[src/rtl/register_file_pkg.sv]
// rtl/register_file_pkg.sv - shared types for the 2R1W register file
package register_file_pkg;

  typedef enum logic {
    IDLE  = 1'b0,
    CLEAR = 1'b1
  } clr_state_t;

endpackage

[src/rtl/rf_read_port.sv]
// rtl/rf_read_port.sv - registered read port with write-first bypass and zero-entry masking
module rf_read_port #(
  parameter int bits       = 8,
  parameter int addr_width = 2,
  parameter bit zero_reg   = 1'b0
) (
  input  logic                  clk,
  input  logic                  rst_n,
  input  logic [addr_width-1:0] raddr,
  input  logic [bits-1:0]       rdata,
  input  logic                  wr_en,
  input  logic [addr_width-1:0] waddr,
  input  logic [bits-1:0]       wdata,
  output logic [bits-1:0]       q
);

  logic [bits-1:0] q_next;

  // Masking wins over bypass so entry 0 reads as zero even during a same-edge write.
  always_comb begin
    q_next = rdata;
    if (wr_en && (waddr == raddr)) q_next = wdata;
    if (zero_reg && (raddr == '0)) q_next = '0;
  end

  always_ff @(posedge clk or negedge rst_n) begin
    if (!rst_n) begin
      q <= '0;
    end else begin
      q <= q_next;
    end
  end

endmodule

[src/rtl/register_file_2r1w.sv]
// rtl/register_file_2r1w.sv - flop-based two-read one-write register file with bulk clear sweep
module register_file_2r1w
  import register_file_pkg::*;
#(
  parameter int bits       = 8,
  parameter int addr_width = 2,
  parameter bit zero_reg   = 1'b0
) (
  input  logic                  clk,
  input  logic                  rst_n,
  input  logic                  we,
  input  logic [addr_width-1:0] waddr,
  input  logic [bits-1:0]       wdata,
  input  logic [addr_width-1:0] raddr_a,
  input  logic [addr_width-1:0] raddr_b,
  output logic [bits-1:0]       qa,
  output logic [bits-1:0]       qb,
  input  logic                  clr,
  output logic                  busy,
  output logic                  clr_done,
  output logic                  wr_drop
);

  localparam int depth = 1 << addr_width;

  logic [bits-1:0]       mem [depth];
  clr_state_t            state;
  logic [addr_width-1:0] cnt;
  logic                  wr_accept;
  logic [bits-1:0]       rdata_a;
  logic [bits-1:0]       rdata_b;

  // Writes to a hard-wired zero entry are silently discarded, not reported as drops.
  assign wr_accept = we && !busy && !(zero_reg && (waddr == '0));
  assign rdata_a   = mem[raddr_a];
  assign rdata_b   = mem[raddr_b];

  always_ff @(posedge clk or negedge rst_n) begin
    if (!rst_n) begin
      for (int i = 0; i < depth; i++) mem[i] <= '0;
      state    <= IDLE;
      cnt      <= '0;
      busy     <= 1'b0;
      clr_done <= 1'b0;
      wr_drop  <= 1'b0;
    end else begin
      clr_done <= 1'b0;
      wr_drop  <= we && busy;
      case (state)
        IDLE: begin
          if (wr_accept) mem[waddr] <= wdata;
          if (clr) begin
            state <= CLEAR;
            cnt   <= '0;
            busy  <= 1'b1;
          end
        end
        CLEAR: begin
          mem[cnt] <= '0;
          cnt      <= cnt + 1'b1;
          if (cnt == '1) begin
            state    <= IDLE;
            busy     <= 1'b0;
            clr_done <= 1'b1;
          end
        end
        default: state <= IDLE;
      endcase
    end
  end

  rf_read_port #(
    .bits       (bits),
    .addr_width (addr_width),
    .zero_reg   (zero_reg)
  ) u_port_a (
    .clk   (clk),
    .rst_n (rst_n),
    .raddr (raddr_a),
    .rdata (rdata_a),
    .wr_en (wr_accept),
    .waddr (waddr),
    .wdata (wdata),
    .q     (qa)
  );

  rf_read_port #(
    .bits       (bits),
    .addr_width (addr_width),
    .zero_reg   (zero_reg)
  ) u_port_b (
    .clk   (clk),
    .rst_n (rst_n),
    .raddr (raddr_b),
    .rdata (rdata_b),
    .wr_en (wr_accept),
    .waddr (waddr),
    .wdata (wdata),
    .q     (qb)
  );

endmodule

[config.mk]
export PLATFORM = sky130hd
export DESIGN_NAME = register_file_2r1w
export DESIGN_NICKNAME = d
export VERILOG_FILES = /design/src/rtl/register_file_pkg.sv /design/src/rtl/rf_read_port.sv /design/src/rtl/register_file_2r1w.sv
export SDC_FILE = /design/constraint.sdc
export NUM_CORES = 1
export LEC_CHECK = 0
export ABC_AREA = 1
export CORE_MARGIN = 2
export CORE_UTILIZATION = 45
export DETAILED_ROUTE_END_ITERATION = 8
export HOLD_SLACK_MARGIN = 0.05
export PLACE_DENSITY_LB_ADDON = 0.1
export SYNTH_ARGS = -nofsm -noshare
export SYNTH_HDL_FRONTEND = slang
export SYNTH_SLANG_ARGS = --single-unit
[constraint.sdc]
create_clock -name clk -period 1.7 [get_ports clk]
set_clock_uncertainty 0.05 [all_clocks]
set_input_delay 0.34 -clock clk [delete_from_list [all_inputs] [get_ports clk]]
set_output_delay 0.34 -clock clk [all_outputs]
set_load 0.02 [all_outputs]
After elaboration in Yosys (flattened, before gate mapping)
Index checks and enable logic that the tools add are counted.
Widths: inputs -> output; s select.
- register bits after elaboration: 54
- input port bits: 18
- output and inout port bits: 19
- word-level logic and storage cells: 64
- $add $sub $neg: 1
- magnitude comparators: 6
- eq/ne operators: 6
- muxes and demuxes: 25
- bitwise operators: 7
- reduce and logical (&&, ||, !) cells: 8
- operators by type and width (operator ; number):
    $mux 8 ; 8
    $pmux 32 s2 ; 1
    $and 32x32->32 ; 1
    $bmux 8 s2 ; 2
    $bwmux 32 ; 1
    $demux 8 s2 ; 2
    $mux 32 ; 1
    $not 32->32 ; 1
    $ge 3x3->1 const B ; 4
    $not 2->3 ; 4
    $logic_and 1x1->1 ; 6
    $lt 3x1->1 const B ; 2
    $mux 1 ; 6
    $eq 2x2->1 ; 2
    $ne 2x1->1 const B ; 2
    $pmux 1 s2 ; 2
    $pmux 2 s2 ; 1
    $add 2x1->2 const B ; 1
    $eq 2x2->1 const B ; 1
    $mux 2 ; 1
    $ne 2x2->1 const B ; 1
    $reduce_and 2->1 ; 1
    $logic_not 1->1 ; 1
    $not 1->1 ; 1

Depth between registers and ports, before layout
Gate-level depths: netlist of the first run.
- depth in word-level cells: 8
- mapped depth: 8

Cells and area by module
A second synthesis of the first run with hierarchy kept.
- cells, all modules: 411
- area, all modules: 3170.5 µm²
- modules (own cells, without submodules) (module ; instances ; cells each ; area an instance (µm²) ; sequential area each (µm²)):
    register_file_2r1w ; 1 ; 319 ; 2392.3 ; 950.9
    rf_read_port ; 2 ; 46 ; 389.1 ; 200.2

Worst setup path before layout of the first run
No wires, ideal clock.
- path kind: flip-flop to flip-flop
- start: register busy
- end: register u_port_a.q[0]
- setup time: 118 ps
- arrival: 1212 ps
- data required time: 1532 ps
- slack: 321 ps
- stages on the path, launching flop included: 7
- period minus slack after synthesis: 1379 ps
- cells stage by stage: dfrtp_1 inv_2 nand2_2 nor2_2 nand3_2 nand2_1 nand2_1
- longest elaborated chain between the ends: 4
- RTL lines (element ; RTL line ; text):
    from (decl) ; register_file_2r1w.sv:19 ; output logic busy,
    from (signal assigned) ; register_file_2r1w.sv:43 ; busy <= 1'b0;
    from (signal assigned) ; register_file_2r1w.sv:55 ; busy <= 1'b1;
    from (signal assigned) ; register_file_2r1w.sv:63 ; busy <= 1'b0;
    $logic_not 1->1 ; register_file_2r1w.sv:34 ; assign wr_accept = we && !busy && !(zero_reg && (waddr == '0));
    $logic_and 1x1->1 ; register_file_2r1w.sv:34 ;
    $logic_and 1x1->1 ; rf_read_port.sv:22 ; if (wr_en && (waddr == raddr)) q_next = wdata;
    $mux 8 ; rf_read_port.sv:22 ;
    via u_port_a.q_next[0] ; rf_read_port.sv:17 ; logic [bits-1:0] q_next;
    to (signal assigned) ; rf_read_port.sv:30 ; q <= q_next;
    to (decl) ; rf_read_port.sv:14 ; output logic [bits-1:0] q
The timed path passes the listed nets, and every way through them passes these cells.
A chain may end at the register's enable or synchronous reset.

Final worst setup path of the first run
- start: register clr_done
- end: output port clr_done
- RTL lines (element ; RTL line ; text):
    from (decl) ; register_file_2r1w.sv:20 ; output logic clr_done,
    from (signal assigned) ; register_file_2r1w.sv:44 ; clr_done <= 1'b0;
    from (signal assigned) ; register_file_2r1w.sv:47 ; clr_done <= 1'b0;
    from (signal assigned) ; register_file_2r1w.sv:64 ; clr_done <= 1'b1;
No word-level cell between the ends.

==> results.sh, run 1 <==
export IMPL_insertion_delay_ps=320
export IMPL_sw_frac_of_total_pct=41.1
export IMPL_p_seq_share_pct=39.6
export IMPL_path_class="reg -> out"
export IMPL_ys_types=23
export IMPL_grtUsageTotal_pct=25.7
export IMPL_clock_path_buffers=2
export IMPL_place_congestion=0.975
export IMPL_h_tree_depth=2
export IMPL_layout_drive_gt1_share_pct=12.0
export IMPL_fin_crit_ps=1640
export IMPL_cap_violations=0
export IMPL_crit_required_ps=1310
export IMPL_status="finished clean"
export IMPL_cp_depth=1
export IMPL_final_cell_mix="nand2_1, nand3_1, dfrtp_1"
export IMPL_postRouteAntennaNets=0
export IMPL_p_leak_nw=2.15
export IMPL_fin_crit_sh_pct=96.4
export IMPL_hold_depth=2
export IMPL_clock_sinks=54
export IMPL_drt_initial_drc_count=274
export IMPL_cts_tree="yes"
export IMPL_p_clk_share_pct=17.1
export IMPL_ios=37
export IMPL_critPathLaunchType="register"
export IMPL_final_setup_tns_ps=0
export IMPL_drc_errors=0
export IMPL_netlist_area_um2=3140
export IMPL_area_growth_syn_to_layout_pct=23.1
export IMPL_hold_violations=0
export IMPL_min_path_type="reg -> reg"
export IMPL_post_cts_buffers=0
export IMPL_drt_vias_per_instance=5.21
export IMPL_core_um2=6760
export IMPL_path_max_fanout=1
export IMPL_comb_power_share_pct=43.3
export IMPL_grt_pass1_wl_um=15000
export IMPL_pwr_density_cell_nw_per_um2=1220
export IMPL_antenna_found_initial=0
export IMPL_fin_ws_ps=60.8
export IMPL_slew_viol_final=0
export IMPL_wirelength_um=9070
export IMPL_p_int_mw=2.78
export IMPL_critPathCaptureType="primary output"
export IMPL_grt_max_degree=55
export IMPL_layout_nets=538
export IMPL_cp_num_buf_inv=1
export IMPL_place_area_um2=3750
export IMPL_path_delay_family="buffers and inverters"
export IMPL_p_sw_mw=1.94
export IMPL_layout_commonest_cell="nand2_1"
export IMPL_grt_pass1_vias=2966
export IMPL_post_place_ws_ps=-125
export IMPL_ys_warn_count=0
export IMPL_cp_slowest_cell="clkdlybuf4s50_1"
export IMPL_tightest_slew_ps=439
export IMPL_ys_ff_latch=54
export IMPL_first_pass_iters=5
export IMPL_fp_row_count=30
export IMPL_yosysSeqAreaShare_pct=43.0
export IMPL_initial_core_util_pct=46.5
export IMPL_die_area_um2=7670
export IMPL_maxSlewHeadroom_pct=70.7
export IMPL_wl_per_cell_um=15.2
export IMPL_clk_pin_slew_worst_paths_ps=100
export IMPL_path_cells="clkdlybuf4s50_1"
export IMPL_grt_remaining_overflow=0
export IMPL_clockRootBuffer="clkbuf_8"
export IMPL_report_final_setup_viol=0
export IMPL_die_y_um=87.6
export IMPL_rsz0062_at_grt="no"
export IMPL_place_hpwl_um=6730
export IMPL_final_area_um2=3870
export IMPL_synth_nets=479
export IMPL_num_vias=3108
export IMPL_n_antenna_cell=0
export IMPL_max_stage_delay_ps=600
export IMPL_r2r_cells=4
export IMPL_avgSynthCellArea_um2=6.87
export IMPL_netlist_instances=457
export IMPL_numCtsBuffers=5
export IMPL_die_w_um=87.6
export IMPL_fmax_mhz=610
export IMPL_arrival_ps=1250
export IMPL_vdd_drop_max_mv=0.724
export IMPL_port_buffers=36
-- worst paths after layout --
check | from | slack (ps) | endpoint
max in group asynchronous | rst_n | 880 | cnt[0]
setup reg to reg | state | 230 | mem[26]
hold / removal | mem[12] | 460 | mem[12]
hold reg to reg | mem[12] | 460 | mem[12]
setup / recovery | clr_done | 60 | clr_done
min in group asynchronous | rst_n | 490 | mem[29]
-- Yosys cell counts (all sizes together) --
cell type	n	area [um2]
nor2	9	48.8
ha	4	50.1
nand2	214	818
a21oi	1	5.00
inv	50	190
clkbuf	2	7.51
nand4	8	50.1
buf	12	77.6
dfrtp	54	1350
o21ai	10	61.3
nand3	90	460
xnor2	1	8.76
a22o	1	8.76
clkinv	1	3.75
-- power by group through the flow --
stage	Clock [mW]	Combinational, mW	Sequential [mW]
3_5_place_dp	0	2.03	1.89
5_1_grt	0.880	2.28	1.92
2_1_floorplan	0	1.17	1.99
3_3_place_gp	0	2.00	1.88
6_report	0.807	2.04	1.87
4_1_cts	0.831	2.03	1.87
-- cells by family after synthesis --
| family | count (synthesis) | synth area share, % |
|---|---|---|
| compound gates | 12 | 2.39 |
| flops | 54 | 43.0 |
| simple gates | 321 | 43.8 |
| fa+ha+maj | 4 | 1.59 |
| buf+inv | 65 | 8.88 |
| xor+xnor | 1 | 0.279 |
-- stage by stage --
stage / total power [mW] / std cells / util, % / hold WS (ps)
6_report: 4.72 / 597 / 57.3 / 458
2_1_floorplan: 3.15 / 457 / - / -5.59
3_5_place_dp: 3.93 / 588 / 55.6 / 306
3_3_place_gp: 3.89 / 588 / 55.6 / 305
4_1_cts: 4.73 / 597 / 57.3 / 463
5_1_grt: 5.08 / 597 / 57.3 / 491
-- metal layers --
metal / wire, um / up-vias / global-route usage, %
li1: - / 1551 / -
met1: 4110 / 1425 / 35.6
met2: 4230 / 107 / 40.6
met3: 415 / 25 / 4.05
met4: 312 / 0 / 9.79
met5: 0 / - / 0
-- flip-flops by register name (all words and copies together) (netlist names) --
register,count
busy,1
clr_done,1
cnt,2
mem,32
state,1
u_port_a.q,8
u_port_b.q,8
wr_drop,1
-- final cells by class --
| cell class | instances | area (um2) |
|---|---|---|
| Fill cell | 644 | 2890 |
| Multi-Input combinational cell | 338 | 1510 |
| Sequential cell | 54 | 1350 |
| Timing Repair Buffer | 66 | 607 |
| Inverter | 51 | 194 |
| Tap cell | 80 | 100 |
| Clock buffer | 7 | 96.3 |
| Clock inverter | 1 | 8.76 |
-- what timing repair did --
item	in CTS	in global routing
endpoints found under the hold margin	54	0
setup endpoints to repair	1	0
resized for setup	1	0
hold buffers	1	0
(Power assumes the default switching activity.)
==> run 2: changes to the inputs <==
CTS_CLUSTER_DIAMETER = 150   (was unset)
SETUP_SLACK_MARGIN = 0.4   (was unset)
SYNTH_HIERARCHICAL = 1   (was unset)
==> results.sh, run 2 <==
export IMPL_status="finished clean"
export IMPL_place_area_um2=3770
export IMPL_h_tree_depth=2
export IMPL_fillCellCount=625
export IMPL_cts_tree="yes"
export IMPL_synth_nets=434
export IMPL_drc_errors=0
export IMPL_core_um2=6790
export IMPL_slew_viol_final=0
export IMPL_rsz0062_at_grt="yes"
export IMPL_wirelength_um=10100
export IMPL_report_final_setup_viol=0
export IMPL_min_path_type="in -> reg"
export IMPL_fin_crit_ps=1320
export IMPL_synth_area_leaders="dfrtp_1, nand2_1, nand3_1"
export IMPL_synth_ff_type="dfrtp_1"
export IMPL_layout_commonest_cell="nand2_1"
export IMPL_place_hpwl_um=6690
export IMPL_yosysSeqAreaShare_pct=42.6
export IMPL_grt_pass1_vias=3005
export IMPL_path_max_fanout=8
export IMPL_top_regs="mem: 32 flops, u_port_a/q: 8 flops, u_port_b/q: 8 flops"
export IMPL_maxSlewHeadroom_pct=64.7
export IMPL_postRouteAntennaNets=0
export IMPL_initial_core_util_pct=46.7
export IMPL_multi_input_area_um2=1760
export IMPL_num_vias=3199
export IMPL_async_flop_share_pct=100
export IMPL_wl_per_cell_um=17.6
export IMPL_largest_reg_flops=32
export IMPL_avgSynthCellArea_um2=7.71
export IMPL_ys_warn_count=6
export IMPL_layout_nets=501
export IMPL_path_class="reg -> reg"
export IMPL_pwr_density_cell_nw_per_um2=1220
export IMPL_cap_violations=0
export IMPL_fin_crit_sh_pct=77.6
export IMPL_clk_pin_slew_worst_paths_ps=90
export IMPL_critPathCaptureType="register"
export IMPL_vdd_drop_max_mv=0.931
export IMPL_insertion_delay_ps=310
export IMPL_ys_types=26
export IMPL_hp_start="we"
export IMPL_die_y_um=87.9
export IMPL_area_growth_syn_to_layout_pct=29.1
export IMPL_final_setup_tns_ps=0
export IMPL_ios=37
export IMPL_drt_vias_per_instance=5.56
export IMPL_grt_max_degree=55
export IMPL_layout_drive_gt1_share_pct=26.5
export IMPL_clock_path_buffers=2
export IMPL_n_antenna_cell=0
export IMPL_die_w_um=87.9
export IMPL_grtUsageTotal_pct=28.3
export IMPL_tightest_slew_ps=529
export IMPL_ys_top_cells_by_count="nand2_1, nand3_1, dfrtp_1, nor2_1, o21ai_0"
export IMPL_clock_sinks=54
export IMPL_antenna_found_initial=0
export IMPL_regMostFlops="mem"
export IMPL_critPathLaunch="busy"
export IMPL_ys_ff_latch=54
export IMPL_numCtsBuffers=5
export IMPL_fmax_mhz=758
export IMPL_netlist_area_um2=3170
export IMPL_r2r_start="busy"
export IMPL_clockRootBuffer="clkbuf_8"
export IMPL_place_congestion=0.965
export IMPL_arrival_ps=1480
export IMPL_die_area_um2=7730
export IMPL_final_cell_mix="nand2_1, nand3_1, dfrtp_1"
export IMPL_crit_required_ps=1860
export IMPL_netlist_instances=411
export IMPL_final_area_um2=4090
export IMPL_first_pass_iters=5
export IMPL_grt_remaining_overflow=0
export IMPL_port_buffers=36
export IMPL_synth_edff_count=0
export IMPL_seq_area_um2=1350
export IMPL_critPathLaunchType="register"
export IMPL_fp_row_count=30
export IMPL_synth_most_common_cell="nand2_1"
export IMPL_p_leak_nw=2.09
export IMPL_synth_top_cell_by_area="dfrtp_1"
export IMPL_netlist_area_leader_share_pct=42.6
export IMPL_drt_initial_drc_count=262
export IMPL_hold_violations=0
export IMPL_grt_pass1_wl_um=16000
[run 2: layout make-up]
cell class	instances	share of cell area [%]
multi-input combinational	321	43.1
clock inverter	1	0.122
clock buffer	7	2.11
inverter	25	2.63
timing repair buffer	71	16.1
sequential	54	33.0
tap	96	2.93
[run 2: critical path, stage by stage (launching register included)]
cell and delay, ps:
dfrtp_2 440, nor2_4 120, buf_12 140, inv_4 40, a21oi_4 120, nand3_4 150, nand2_1 100, nand2_1 50
[run 2: kinds of logic after synthesis]
logic type	share of synthesized area, %
flip-flops	42.6
AO/OA/AOI/OAI	9.87
buffers and inverters	6.24
adder cells (fa/ha/maj)	1.97
AND/OR/NAND/NOR	39.3
[run 2: final timing paths]
path	to	slack, ps	depth (start not counted)
max in group asynchronous	busy	860	3
max reg2reg	u_port_a/q[2]	380	7
min	wr_drop	330	3
min reg2reg	mem[14]	500	2
max	u_port_a/q[2]	380	7
min in group asynchronous	u_port_a/q[6]	500	3
[run 2: timing repair]
action,CTS,global route
buffers inserted,10,1
endpoints found under the setup margin,67,49
hold buffers,1,0
cloned,6,0
hold endpoints to repair,54,0
resized for setup,105,22
pin swaps,10,3
[run 2: where the power goes]
part	switching, mW	internal (mW)
Combinational	1.39	0.834
Sequential	0.388	1.66
Clock	0.409	0.329
[run 2: per-layer routing]
metal | global-route usage (%) | up-vias | routed length [um]
met5 | 0 | - | 0
met4 | 12.4 | 0 | 435
met3 | 6.97 | 28 | 807
met2 | 42.6 | 126 | 4440
met1 | 38.7 | 1518 | 4420
li1 | - | 1527 | -
[run 2: per-stage QoR]
stage	total power, mW	setup slack, ps	utilization, %	cells	hold WS (ps)
2_1_floorplan	3.28	186	-	411	-5.59
3_3_place_gp	4.03	-90.5	55.5	549	306
3_5_place_dp	4.06	-113	55.5	549	309
4_1_cts	4.92	383	58.7	574	321
5_1_grt	5.38	317	60.3	575	363
6_report	5.01	381	60.3	575	331
==> variant 1, RTL diff (config.mk and constraints of run 2) <==
`zero_reg` is set to 1'b0 in 2 places; all go to 1'b1.
--- a/src/rtl/rf_read_port.sv
+++ b/src/rtl/rf_read_port.sv
@@ -2,7 +2,7 @@
 module rf_read_port #(
   parameter int bits       = 8,
   parameter int addr_width = 2,
-  parameter bit zero_reg   = 1'b0
+  parameter bit zero_reg   = 1'b1
 ) (
   input  logic                  clk,
   input  logic                  rst_n,
--- a/src/rtl/register_file_2r1w.sv
+++ b/src/rtl/register_file_2r1w.sv
@@ -4,7 +4,7 @@
 #(
   parameter int bits       = 8,
   parameter int addr_width = 2,
-  parameter bit zero_reg   = 1'b0
+  parameter bit zero_reg   = 1'b1
 ) (
   input  logic                  clk,
   input  logic                  rst_n,
Formal check against the unedited RTL: not equivalent (a bounded check fails within 4 cycles, from zero or initial values and one cycle with rst_n low).
==> variant 1 against run 2 <==
- final cell count is 18% higher
- combinational power is 11% higher
- routed wire length is 6.7% lower
- power is 4.1% higher
- via count is 5.0% higher
- sequential cell count stayed put
- first-iteration DRC count is 27% lower
- sequential share of layout area is 1.4 points lower
- design area is 4.6% higher
- synthesized cell count is 26% higher
- setup slack worse by 0.10 ns
- area after synthesis is 8.9% higher
- largest cell class unchanged
- largest power group unchanged
==> variant 1: results (changes against run 2) <==
Status
  – Outcome: finished, final reports clean

Worst setup path
  – R2R Setup Slk: 0.28 ns (-0.10 ns)
  – Worst reg-to-reg path cell count: 7 (unchanged)
  – Crit Path Max Fanout: 8 (unchanged)
  – R2R Path Start: busy
  – Arr. time, crit path: 1.58 ns (+0.10 ns)
  – R2R Path End: u_port_a/q[4]

Min path
  – Hold Startpoint: we
  – Hold EP: wr_drop
  – Worst min-delay path class: in2reg
  – WHS Path Cells: 3 (unchanged)

GRT
  – Total global-route track usage: 0.2370 (-0.04559)
  – First-pass GRT wire length: 15970 um (-0.39%)
  – Largest net degree at the start of global routing: 35 (-36%)
  – Number of global-route vias before repair: 3344 (+11%)
  – Initial antenna violation count: 0 (unchanged)

Synthesis
  – Synth async-reset ratio: 1.000 (unchanged)
  – Dominant register cell in the synthesized netlist: dfrtp_1
  – YS warnings: 6 (unchanged)
  – Syn nets: 539 (+24%)
  – Commonest cells in the netlist: nand2_1, inv_1, nand3_1, dfrtp_1, nor2_1
  – Post-synth cell types: 21 (-19%)
  – Sequential fraction of the synthesis area: 0.3914 (-0.03476)
  – Area contributors post-synth: dfrtp_1, nand2_1, nand3_1

Route
  – Drt drc: 0 (unchanged)
  – Met2 Routed Length: 4631 um (+4.4%)
  – DR iter-0 viols: 191 (-27%)
  – WL met1: 4181 um (-5.5%)
  – Routed wl met3: 395 um (-51%)
  – DRT Pass-1 Iters: 5 (unchanged)
  – Highest metal used: met4
  – Drt wl/cell: 13.88 um (-21%)
  – Post-DR vias/cell: 4.948 (-11%)

Clock tree
  – Clk slew on worst S/H paths: 0.10 ns
  – Clk root buf: clkbuf_8
  – Clk buf depth: 2 (unchanged)
  – Cts bufs inserted: 5 (unchanged)
  – H-tree Lvls: 2 (unchanged)
  – Worst-Skew Late Latency: 0.31 ns (about the same)

Power
  – Switching part of the total power: 0.4447 (+0.007833)
  – Leakage power: 2.394 nW (+15%)
  – Max VDD drop: 0.8158 mV (-12%)

Cells and area
  – Share of cells above drive strength 1: 0.2017 (-0.06341)
  – Antenna cells: 0 (unchanged)
  – Top Registers: mem x32, u_port_a/q x8, u_port_b/q x8
  – # nets final: 601 (+20%)

STA
  – Slew HR: 0.6884 (+0.04191)
  – Max-slew violations: 0 (unchanged)

Placement
  – IO Port Bufs: 36 (unchanged)
  – Final HPWL DP: 7016 um (+4.8%)
  – Pre-CTS setup slack: -0.1320 ns (-0.01854 ns)
  – RePlAce Congestion: 0.8915 (-7.6%)
variant 1: cell count changes in the layout (fill, tap and decap cells not counted), sizes merged, moves of 2 or more:
cell | run 2 | this run
inv | 23 | 67
o22ai | 16 | 0
nand3 | 76 | 60
nand2 | 127 | 224
dlygate4sd2 | 7 | 4
a21oi | 4 | 1
buf | 53 | 49
clkdlybuf4s50 | 9 | 11
nand4 | 16 | 0
nor2 | 43 | 60
clkinv | 3 | 0
variant 1: layout make-up:
class                   count  area (um2)
clock inverters             1       7.507
flip-flops and latches     54        1354
well taps                  99       123.9
inverters                  67       254.0
clock buffers               7       76.32
repair buffers             67       579.3
fillers                   673        3048
multi-input cells         384        1888
variant 1: kinds of logic (layout without fill, tap and decap cells):
family                   count (synthesis)  after routing  synth area share
AO/OA/AOI/OAI                           36             36           0.05400
AND/OR/NAND/NOR                        342            344            0.4480
buffers and inverters                   81            142           0.09206
flip-flops                              54             54            0.3914
adder cells (fa/ha/maj)                  4              4           0.01450
variant 1: stage by stage:
| stage | std cells | hold WS (ns) | instance area [um2] |
|---|---|---|---|
| 2_1_floorplan | 517 | -0.005591 | 3471 |
| 4_1_cts | 674 | 0.3165 | 4160 |
| 6_report | 679 | 0.3207 | 4283 |
| 3_5_place_dp | 661 | 0.2732 | 4094 |
| 5_1_grt | 679 | 0.3384 | 4283 |
| 3_3_place_gp | 661 | 0.2687 | 4094 |
variant 1: worst max-delay path by stage:
stage | startpoint | to | slack (ns) | depth (start not counted)
floorplan | busy | u_port_a/q[0] | 0.30 | 7
global placement | we | u_port_a/q[5] | -0.12 | 9
detailed placement | we | u_port_b/q[0] | -0.13 | 9
CTS | busy | u_port_b/q[7] | 0.25 | 7
global route | busy | u_port_b/q[2] | 0.21 | 7
finish | busy | u_port_a/q[4] | 0.28 | 7
variant 1: worst max-delay path, stage by stage (launching register included):
cell and delay, ns:
dfrtp_2 0.45, nor2_4 0.14, o21a_4 0.22, nand2_4 0.08, nor2_8 0.15, nand3_2 0.09
nand2_1 0.07, nor2_1 0.05
variant 1: metal layers:
metal / vias up / global-route usage
li1: 1707 / -
met1: 1537 / 0.3121
met2: 97 / 0.3983
met3: 19 / 0.03154
met4: 0 / 0.08333
met5: - / 0
variant 1: timing repair:
action	in CTS	in global routing
hold buffers	1	0
pin swaps	8	5
hold endpoints to repair	20	0
setup endpoints to repair	59	46
gates cloned	2	1
setup buffers	2	4
gates resized for setup	91	26
variant 1: power by group through the flow:
stage / clock network, mW / registers [mW] / logic [mW]
finish: 0.709 / 2.03 / 2.47
global placement: 0 / 2.06 / 2.29
CTS: 0.737 / 2.04 / 2.28
detailed placement: 0 / 2.08 / 2.32
floorplan: 0 / 2.10 / 1.41
global route: 0.794 / 2.08 / 2.78
==> variant 2, RTL diff (config.mk and constraints of run 2) <==
Without the edit above. Register the inputs `we`, `waddr`, `wdata`, `raddr_a`, `raddr_b` and `clr` before use, without a reset. The logic sees them one clock later.
--- a/src/rtl/register_file_2r1w.sv
+++ b/src/rtl/register_file_2r1w.sv
@@ -23,6 +23,22 @@
 
   localparam int depth = 1 << addr_width;
 
+  logic we_q;
+  logic [addr_width-1:0] waddr_q;
+  logic [bits-1:0] wdata_q;
+  logic [addr_width-1:0] raddr_a_q;
+  logic [addr_width-1:0] raddr_b_q;
+  logic clr_q;
+
+  always_ff @(posedge clk) begin
+    we_q      <= we;
+    waddr_q   <= waddr;
+    wdata_q   <= wdata;
+    raddr_a_q <= raddr_a;
+    raddr_b_q <= raddr_b;
+    clr_q     <= clr;
+  end
+
   logic [bits-1:0]       mem [depth];
   clr_state_t            state;
   logic [addr_width-1:0] cnt;
@@ -31,9 +47,9 @@
   logic [bits-1:0]       rdata_b;
 
   // Writes to a hard-wired zero entry are silently discarded, not reported as drops.
-  assign wr_accept = we && !busy && !(zero_reg && (waddr == '0));
-  assign rdata_a   = mem[raddr_a];
-  assign rdata_b   = mem[raddr_b];
+  assign wr_accept = we_q && !busy && !(zero_reg && (waddr_q == '0));
+  assign rdata_a   = mem[raddr_a_q];
+  assign rdata_b   = mem[raddr_b_q];
 
   always_ff @(posedge clk or negedge rst_n) begin
     if (!rst_n) begin
@@ -45,11 +61,11 @@
       wr_drop  <= 1'b0;
     end else begin
       clr_done <= 1'b0;
-      wr_drop  <= we && busy;
+      wr_drop  <= we_q && busy;
       case (state)
         IDLE: begin
-          if (wr_accept) mem[waddr] <= wdata;
-          if (clr) begin
+          if (wr_accept) mem[waddr_q] <= wdata_q;
+          if (clr_q) begin
             state <= CLEAR;
             cnt   <= '0;
             busy  <= 1'b1;
@@ -76,11 +92,11 @@
   ) u_port_a (
     .clk   (clk),
     .rst_n (rst_n),
-    .raddr (raddr_a),
+    .raddr (raddr_a_q),
     .rdata (rdata_a),
     .wr_en (wr_accept),
-    .waddr (waddr),
-    .wdata (wdata),
+    .waddr (waddr_q),
+    .wdata (wdata_q),
     .q     (qa)
   );
 
@@ -91,11 +107,11 @@
   ) u_port_b (
     .clk   (clk),
     .rst_n (rst_n),
-    .raddr (raddr_b),
+    .raddr (raddr_b_q),
     .rdata (rdata_b),
     .wr_en (wr_accept),
-    .waddr (waddr),
-    .wdata (wdata),
+    .waddr (waddr_q),
+    .wdata (wdata_q),
     .q     (qb)
   );
 
Behaviour: not the same (a bounded check fails within 4 cycles, from zero or initial values and one cycle with rst_n low).
==> variant 2 against run 2 <==
- design area is 3.8% higher
- maximum frequency shrank 2.7%
- area after synthesis grew 10%
- sequential share of layout area increased by 6.7 points
- setup slack got worse by 0.037 ns
- routed wire length decreased by 5.6%
- sequential cell count is 16 higher
- power is 13% higher
- critical endpoint is now u_port_b/q[3]
- largest power group is now registers
- highest routed layer unchanged
==> variant 2: results (changes against run 2) <==
Power
  – Leakage power: 2.104 nW (+0.90%)
  – Max VDD drop: 0.5781 mV (-38%)

Cells and area
  – Share of cells above drive strength 1: 0.2250 (-0.04014)
  – Filler cell count: 729 (+17%)
  – # nets final: 498 (-0.60%)
  – Biggest register: mem
  – Largest register FFs: 32 (unchanged)
  – Antenna cells: 0 (unchanged)

Clock tree
  – Worst-Skew Late Latency: 0.35 ns (+0.04 ns)
  – H-tree Lvls: 3 (+1)
  – Cts bufs inserted: 9 (+4)
  – Clk slew on worst S/H paths: 0.08 ns
  – Clk root buf: clkbuf_8
  – Clk buf depth: 2 (unchanged)

Min path
  – Worst min-delay path class: in2reg

Route
  – Drt wl/cell: 16.38 um (-6.8%)
  – Total wire length: 9533 um (-5.6%)
  – Total number of vias: 3157 (-1.3%)
  – DR iter-0 viols: 209 (-20%)

Placement
  – Final HPWL DP: 6670 um (-0.34%)
  – Placed cells: 559 (+1.8%)
  – IO Port Bufs: 36 (unchanged)
  – RePlAce Congestion: 0.8679 (-10%)

GRT
  – Initial antenna violation count: 0 (unchanged)
  – Number of global-route vias before repair: 2862 (-4.8%)
  – Total global-route track usage: 0.2402 (-0.04235)
  – First-pass GRT wire length: 15480 um (-3.4%)

Status
  – Outcome: finished, final reports clean

Worst setup path
  – Arr. time, crit path: 1.53 ns (+0.05 ns)
  – Crit Path Max Fanout: 8 (unchanged)
  – R2R Setup Slk: 0.34 ns (-0.04 ns)
  – Slowest CP cell: dfrtp_2
  – Top delay family on crit path: simple AND/OR/NAND/NOR gates

Synthesis
  – YS warnings: 6 (unchanged)
  – Area contributors post-synth: dfrtp_1, nand2_1, nand3_1
  – Syn_area_per_cell: 8.193 um2 (+6.2%)
  – Synth async-reset ratio: 0.7714 (-0.2286)
  – Post-synth cell types: 29 (+12%)
  – Syn nets: 450 (+3.7%)
  – Sequential fraction of the synthesis area: 0.4778 (+0.05162)
  – Commonest cells in the netlist: nand2_1, nand3_1, dfrtp_1, nor2_1, o21ai_0

STA
  – Least-Margin Pin Slew: 0.4444 ns (-0.08422 ns)
-- variant 2: changes by cell type after synthesis, sizes merged --
cell    delta
clkbuf     -1
buf        +1
dfxtp     +16
-- variant 2: where the power goes --
| part | internal, mW | switching, mW |
|---|---|---|
| logic | 0.759 | 1.22 |
| registers | 2.04 | 0.446 |
| clock network | 0.563 | 0.610 |
| total | 3.36 | 2.28 |
-- variant 2: layer usage --
metal | track usage | vias to the layer above | part of all wire
li1 | - | 1537 | -
met2 | 0.3695 | 115 | 0.46
met4 | 0.08458 | 0 | 0.014
met3 | 0.04519 | 10 | 0.055
met5 | 0 | - | 0
met1 | 0.3400 | 1495 | 0.47
-- variant 2: stage by stage --
stage          setup WS, ns  hold slack, ns  instance area [um2]
3_3_place_gp         0.2433          0.3067                 3958
2_1_floorplan        0.1951       -0.005591                 3500
3_5_place_dp         0.2015          0.3070                 3958
5_1_grt              0.3063          0.3572                 4249
6_report             0.3438          0.3696                 4249
4_1_cts              0.3459          0.3615                 4164
-- variant 2: path summary, 6_finish.rpt --
path,cells after the start,startpoint,end
max in group asynchronous,3,rst_n,mem[10]
worst min-delay path,1,we,we_q
worst min register to register,2,we_q,wr_drop
worst max-delay path,7,busy,u_port_b/q[3]
min in group asynchronous,3,rst_n,mem[4]
worst max register to register,7,busy,u_port_b/q[3]
-- variant 2: what timing repair did --
item | CTS | global route
setup endpoints to repair | 68 | 50
hold buffers | 1 | 0
buffers inserted | 4 | 1
gates cloned | 1 | 0
pin swaps | 6 | 9
endpoints found under the hold margin | 54 | 0
gates resized for setup | 97 | 21
-- variant 2: cell type report --
| class | count | share of cell area |
|---|---|---|
| clock buffer | 12 | 0.03416 |
| clock inverter | 4 | 0.005300 |
| inverter | 25 | 0.02739 |
| multi-input combinational | 319 | 0.4034 |
| sequential | 70 | 0.3969 |
| tap | 102 | 0.03004 |
| timing repair buffer | 50 | 0.1028 |
-- variant 2: cells by family (layout without fill, tap and decap cells) --
logic type	after synthesis	in the layout	share of synthesized area
AND/OR/NAND/NOR	260	260	0.3562
buffers and inverters	38	91	0.05865
adder cells (fa/ha/maj)	5	5	0.01788
AO/OA/AOI/OAI	54	54	0.08942
flip-flops	70	70	0.4778
